`config.mk`:
```
export PLATFORM = sky130hd
export DESIGN_NAME = gcd_bus_host
export DESIGN_NICKNAME = d
export VERILOG_FILES = /design/src/rtl/gcd_bus_host.sv
export SDC_FILE = /design/constraint.sdc
export NUM_CORES = 1
export LEC_CHECK = 0
export CORE_UTILIZATION = 30
export DETAILED_ROUTE_END_ITERATION = 6
export GPL_ROUTABILITY_DRIVEN = 1
export GPL_TIMING_DRIVEN = 0
export HOLD_SLACK_MARGIN = 0.08
export PLACE_DENSITY_LB_ADDON = 0.25
export SYNTH_ARGS = -nofsm -noshare
export SYNTH_HDL_FRONTEND = slang
export SYNTH_SLANG_ARGS = --single-unit
```
`constraint.sdc`:
```
create_clock -name clk -period 2.5 [get_ports clk]
set_input_delay 0.25 -clock clk [delete_from_list [all_inputs] [get_ports clk]]
set_output_delay 0.25 -clock clk [all_outputs]
set_load 0.005 [all_outputs]
```
`src/rtl/gcd_bus_host.sv`:
```
// Bus master that offloads a GCD to a memory-mapped peripheral.
// It writes both operands, starts the unit, polls status with a timeout, then returns the result.
module gcd_bus_host #(
  parameter logic [15:0] ADDR_A1   = 16'h0100,
  parameter logic [15:0] ADDR_A2   = 16'h0108,
  parameter logic [15:0] ADDR_CTRL = 16'h00F0,
  parameter logic [15:0] ADDR_STAT = 16'h00F8,
  parameter logic [15:0] ADDR_RES  = 16'h0110,
  parameter int unsigned POLL_GAP  = 4,
  parameter int unsigned TIMEOUT   = 20000
) (
  input  logic        clk,
  input  logic        reset,
  input  logic        cmd_valid,
  output logic        cmd_ready,
  input  logic [31:0] cmd_a,
  input  logic [31:0] cmd_b,
  output logic [15:0] saddress,
  output logic        srd,
  output logic        swr,
  output logic [31:0] sdata_out,
  input  logic [31:0] sdata_in,
  output logic        rsp_valid,
  input  logic        rsp_ready,
  output logic [31:0] rsp_data,
  output logic        rsp_err
);

  typedef enum logic [3:0] {
    IDLE, WR_A1, WR_A2, WR_START, RD_STAT, CHK_STAT, GAP, RD_RES, CAP_RES, RESP
  } state_t;

  localparam logic [7:0]  GAP_LEN = 8'(POLL_GAP);
  localparam logic [15:0] TMO_LIM = 16'(TIMEOUT);

  state_t      state_q, state_d;
  logic [31:0] a_q, a_d, b_q, b_d;
  logic [7:0]  gap_q, gap_d;
  logic [15:0] tmo_q, tmo_d;
  logic        cmd_ready_q, cmd_ready_d;
  logic        srd_q, srd_d, swr_q, swr_d;
  logic [15:0] saddress_q, saddress_d;
  logic [31:0] sdata_out_q, sdata_out_d;
  logic        rsp_valid_q, rsp_valid_d;
  logic [31:0] rsp_data_q, rsp_data_d;
  logic        rsp_err_q, rsp_err_d;
  logic        tmo_hit;
  logic [15:0] tmo_inc;

  assign tmo_hit = (tmo_q >= TMO_LIM);
  // Saturate so a huge TIMEOUT can never wrap the counter back below the limit.
  assign tmo_inc = (tmo_q == 16'hFFFF) ? tmo_q : (tmo_q + 16'd1);

  // Next-state, operand latch, gap/timeout counters and response payload.
  always_comb begin
    state_d    = state_q;
    a_d        = a_q;
    b_d        = b_q;
    gap_d      = gap_q;
    tmo_d      = tmo_q;
    rsp_data_d = rsp_data_q;
    rsp_err_d  = rsp_err_q;
    case (state_q)
      IDLE: begin
        if (cmd_valid) begin
          rsp_data_d = 32'd0;
          if ((cmd_a == 32'd0) || (cmd_b == 32'd0)) begin
            rsp_err_d = 1'b1;
            state_d   = RESP;
          end else begin
            a_d       = cmd_a;
            b_d       = cmd_b;
            rsp_err_d = 1'b0;
            state_d   = WR_A1;
          end
        end else begin
          state_d = IDLE;
        end
      end
      WR_A1:    state_d = WR_A2;
      WR_A2:    state_d = WR_START;
      WR_START: begin
        tmo_d   = 16'd0;
        state_d = RD_STAT;
      end
      RD_STAT: begin
        tmo_d = tmo_inc;
        if (tmo_hit) begin
          rsp_data_d = 32'd0;
          rsp_err_d  = 1'b1;
          state_d    = RESP;
        end else begin
          state_d = CHK_STAT;
        end
      end
      CHK_STAT: begin
        tmo_d = tmo_inc;
        // Done wins over a timeout seen in the same cycle.
        if (sdata_in[1]) begin
          state_d = RD_RES;
        end else if (tmo_hit) begin
          rsp_data_d = 32'd0;
          rsp_err_d  = 1'b1;
          state_d    = RESP;
        end else if (GAP_LEN == 8'd0) begin
          state_d = RD_STAT;
        end else begin
          gap_d   = GAP_LEN - 8'd1;
          state_d = GAP;
        end
      end
      GAP: begin
        tmo_d = tmo_inc;
        if (tmo_hit) begin
          rsp_data_d = 32'd0;
          rsp_err_d  = 1'b1;
          state_d    = RESP;
        end else if (gap_q == 8'd0) begin
          state_d = RD_STAT;
        end else begin
          gap_d = gap_q - 8'd1;
        end
      end
      RD_RES: begin
        tmo_d   = tmo_inc;
        state_d = CAP_RES;
      end
      CAP_RES: begin
        rsp_data_d = sdata_in;
        rsp_err_d  = 1'b0;
        state_d    = RESP;
      end
      RESP: begin
        if (rsp_ready) begin
          state_d = IDLE;
        end else begin
          state_d = RESP;
        end
      end
      default: state_d = IDLE;
    endcase
  end

  // Bus strobes and handshake flags decoded from the upcoming state so they leave a register.
  always_comb begin
    srd_d       = 1'b0;
    swr_d       = 1'b0;
    saddress_d  = 16'd0;
    sdata_out_d = 32'd0;
    cmd_ready_d = (state_d == IDLE);
    rsp_valid_d = (state_d == RESP);
    case (state_d)
      WR_A1: begin
        swr_d       = 1'b1;
        saddress_d  = ADDR_A1;
        sdata_out_d = a_d;
      end
      WR_A2: begin
        swr_d       = 1'b1;
        saddress_d  = ADDR_A2;
        sdata_out_d = b_d;
      end
      WR_START: begin
        swr_d       = 1'b1;
        saddress_d  = ADDR_CTRL;
        sdata_out_d = 32'h1;
      end
      RD_STAT: begin
        srd_d      = 1'b1;
        saddress_d = ADDR_STAT;
      end
      RD_RES: begin
        srd_d      = 1'b1;
        saddress_d = ADDR_RES;
      end
      default: begin
        srd_d = 1'b0;
      end
    endcase
  end

  // State and output registers; reset drops any transaction in flight.
  always_ff @(posedge clk) begin
    if (reset) begin
      state_q     <= IDLE;
      a_q         <= 32'd0;
      b_q         <= 32'd0;
      gap_q       <= 8'd0;
      tmo_q       <= 16'd0;
      cmd_ready_q <= 1'b1;
      srd_q       <= 1'b0;
      swr_q       <= 1'b0;
      saddress_q  <= 16'd0;
      sdata_out_q <= 32'd0;
      rsp_valid_q <= 1'b0;
      rsp_data_q  <= 32'd0;
      rsp_err_q   <= 1'b0;
    end else begin
      state_q     <= state_d;
      a_q         <= a_d;
      b_q         <= b_d;
      gap_q       <= gap_d;
      tmo_q       <= tmo_d;
      cmd_ready_q <= cmd_ready_d;
      srd_q       <= srd_d;
      swr_q       <= swr_d;
      saddress_q  <= saddress_d;
      sdata_out_q <= sdata_out_d;
      rsp_valid_q <= rsp_valid_d;
      rsp_data_q  <= rsp_data_d;
      rsp_err_q   <= rsp_err_d;
    end
  end

  assign cmd_ready = cmd_ready_q;
  assign srd       = srd_q;
  assign swr       = swr_q;
  assign saddress  = saddress_q;
  assign sdata_out = sdata_out_q;
  assign rsp_valid = rsp_valid_q;
  assign rsp_data  = rsp_data_q;
  assign rsp_err   = rsp_err_q;

endmodule

```
==> metrics <==
outcome=finished, final reports clean; CTS tree=done; worst setup path class=flip-flop to flip-flop; Worst R2R Path Depth=7; crit path to=srd; io pins=185; H-tree depth=4; Crit Reg-Reg Startpoint=tmo_q[5]; Layout Area Growth over Synthesis=50.4%; most common cell after layout, fill and taps aside=clkdlybuf4s50_1; Tmin final=2.41 ns; Vias=5,069; CP startpoint kind=flip-flop; hold bufs inserted after CTS=0; Initial Util=30.7%; layout cells sized above 1=8.76%; worst vdd ir=0.000462 V; max cap viols=0; leak pwr=2.89 nW; Top FF cell, synth=dfxtp_1; Post-synth EDFFs=0; die area=0.0182 mm²; Total Routing Usage GR=17.2%; Ys Warns=0; Die Width=135 µm; global route overflow=0; placed cells=1,046; CTS Buf Count=17; DR WL/cell=14.2 µm; Max clock buf depth=2; Reg2Reg Setup Slack=0.09 ns; worst hold path type=input port to flip-flop; Seq cells post-synth=133; end of the worst register-to-register path=srd; Via density=4.69; worst-margin pin slew=0.508 ns; first-pass GRT wire length=24,300 µm; Final Hold Vio Count=0; top achievable clock speed=414 MHz; core area=0.0173 mm²; n_diodes=0; Clock Sinks=133; Synth area leaders=dfxtp_1, nand2_1, a21oi_1; Worst Path Max Fanout=4; num rows=48; Die Height=135 µm; power per cell area=659 mW/mm²; Nets=946; Clock transition at path regs=0.06 ns; Non-Filler Instances=1,081; Worst Path Arrival=2.74 ns; # port buffers=174; clock skew=0.0108 ns; Yosys top cell by area=dfxtp_1; Setup-failing EPs final=0; Antenna Nets Post-Route=0; final core occ=46.1%; router iterations before antenna repair=5; # DRC=0; Final Max Tran Viols=0; 1st-iter DRT viols=182; Syn Inst Count=638; Syn Area/Cell=8.32 µm²; vias in the first global route=4,764; largest net degree at the start of global routing=17; HPWL after DPL=11,400 µm; most frequent cells in the layout=clkdlybuf4s50_1, nand2_1, dfxtp_1, a21oi_1, nor2_1; Root Buffer=clkbuf_16; Worst EP required=2.82 ns; asr flop ratio synth=0%; Synth top area share=50.2%; initial antenna violation count=0; CP startpoint=tmo_q[5]; post-synthesis cell area=0.00531 mm²; CP endpoint kind=flip-flop; Clk Latency, worst-skew pair=0.42 ns; synth unique cells=50; Seq/Total Area, Yosys=50.2%; final cycle utilization of the critical path=96.5%; worst rel slew slack=66.1%; Routed Wire Length=15,400 µm; RD Place Congestion=0.831
repair_timing:
item | 4_1_cts | 5_1_grt
gates cloned | 0 | 0
setup endpoints to repair | 32 | 95
endpoints found under the hold margin | 0 | 0
pin swaps | 1 | 0
resized for setup | 2 | 19
buffers inserted | 3 | 1
cells by family after synthesis:
| kind of cell | after synthesis | share of synthesized area [%] |
|---|---|---|
| other | 1 | 0.0707 |
| xor gates and xnor gates | 19 | 3.14 |
| adders and majority gates | 3 | 0.707 |
| AOI/OAI and AO/OA | 138 | 16.6 |
| and+or+nand+nor | 279 | 23.5 |
| muxes | 1 | 0.212 |
| DFF | 133 | 50.2 |
| buffers and inverters | 64 | 5.52 |
per-stage QoR:
step | setup WS, ns | TNS [ns] | power [mW] | hold WS, ns | cell area, µm²
after global placement | -0.222 | -10.49 | 2.96 | 0.443 | 7360
after floorplan | 0.346 | 0 | 2.59 | 0.327 | 5340
after detailed placement | -0.257 | -10.54 | 2.96 | 0.447 | 7360
after global routing | -0.00714 | -0.0171 | 5.50 | 0.413 | 7980
final | 0.0867 | 0 | 5.26 | 0.410 | 7980
after CTS | 0.0124 | 0 | 5.31 | 0.390 | 7940
per-layer routing:
metal	part of all wire (%)	track usage (%)
met5	0	0
met2	46	27.3
met4	1.2	6.55
met1	45	22.0
met3	7.6	5.03
critical path: stages (launching register included):
cell      delay (ns)
dfxtp_1         0.34
or4_4           0.56
a311oi_4        0.38
buf_4           0.18
o21ai_0         0.10
nand2b_1        0.18
a211o_1         0.38
a21oi_1         0.20
power by group:
part,internal [mW],switching [mW]
clock network,1.39,0.943
logic,0.345,0.339
registers,2.20,0.0348
how the worst min path moves through the flow:
stage                          from       endpoint  slack, ns  depth (start not counted)
after detailed placement    b_q[24]        b_q[24]       0.45                          2
after global placement      b_q[15]        b_q[15]       0.44                          2
after CTS                 cmd_b[28]        b_q[28]       0.39                          3
after global routing      cmd_a[11]  sdata_out[11]       0.41                          3
final                     cmd_a[26]  sdata_out[26]       0.41                          3
after floorplan               reset     state_q[3]       0.33                          1
layout make-up:
type | count | area [µm²]
Buffer | 55 | 282
Clock buffer | 20 | 447
Clock inverter | 12 | 105
Fill cell | 1732 | 9320
Inverter | 8 | 30.0
Multi-Input combinational cell | 450 | 2400
Sequential cell | 133 | 2660
Tap cell | 225 | 282
Timing Repair Buffer | 178 | 1770
synth_stat cells (3+ instances only):
| cell | n |
|---|---|
| a211oi_1 | 4 |
| buf_2 | 6 |
| nor2_1 | 62 |
| and3_1 | 5 |
| nand4_1 | 12 |
| nand2_1 | 139 |
| nor4_1 | 19 |
| a211o_1 | 3 |
| dfxtp_1 | 133 |
| inv_1 | 8 |
| a22oi_1 | 32 |
| xor2_1 | 18 |
| a31oi_1 | 4 |
| nor2b_1 | 4 |
| buf_1 | 6 |
| ha_1 | 3 |
| nor3_1 | 5 |
| or2_2 | 3 |
| o21ai_0 | 3 |
| nand2b_1 | 10 |
| a21oi_1 | 74 |
| nand3_1 | 10 |
| buf_4 | 12 |
| clkbuf_1 | 32 |
sequential cells by signal, indices dropped and copies added, names as in the netlist, 4 cells and up:
register,count
saddress,4
gap_q,8
tmo_q,16
state_q,4
sdata_out,32
b_q,32
rsp_data,32
Power figures use the tool's default switching activity.
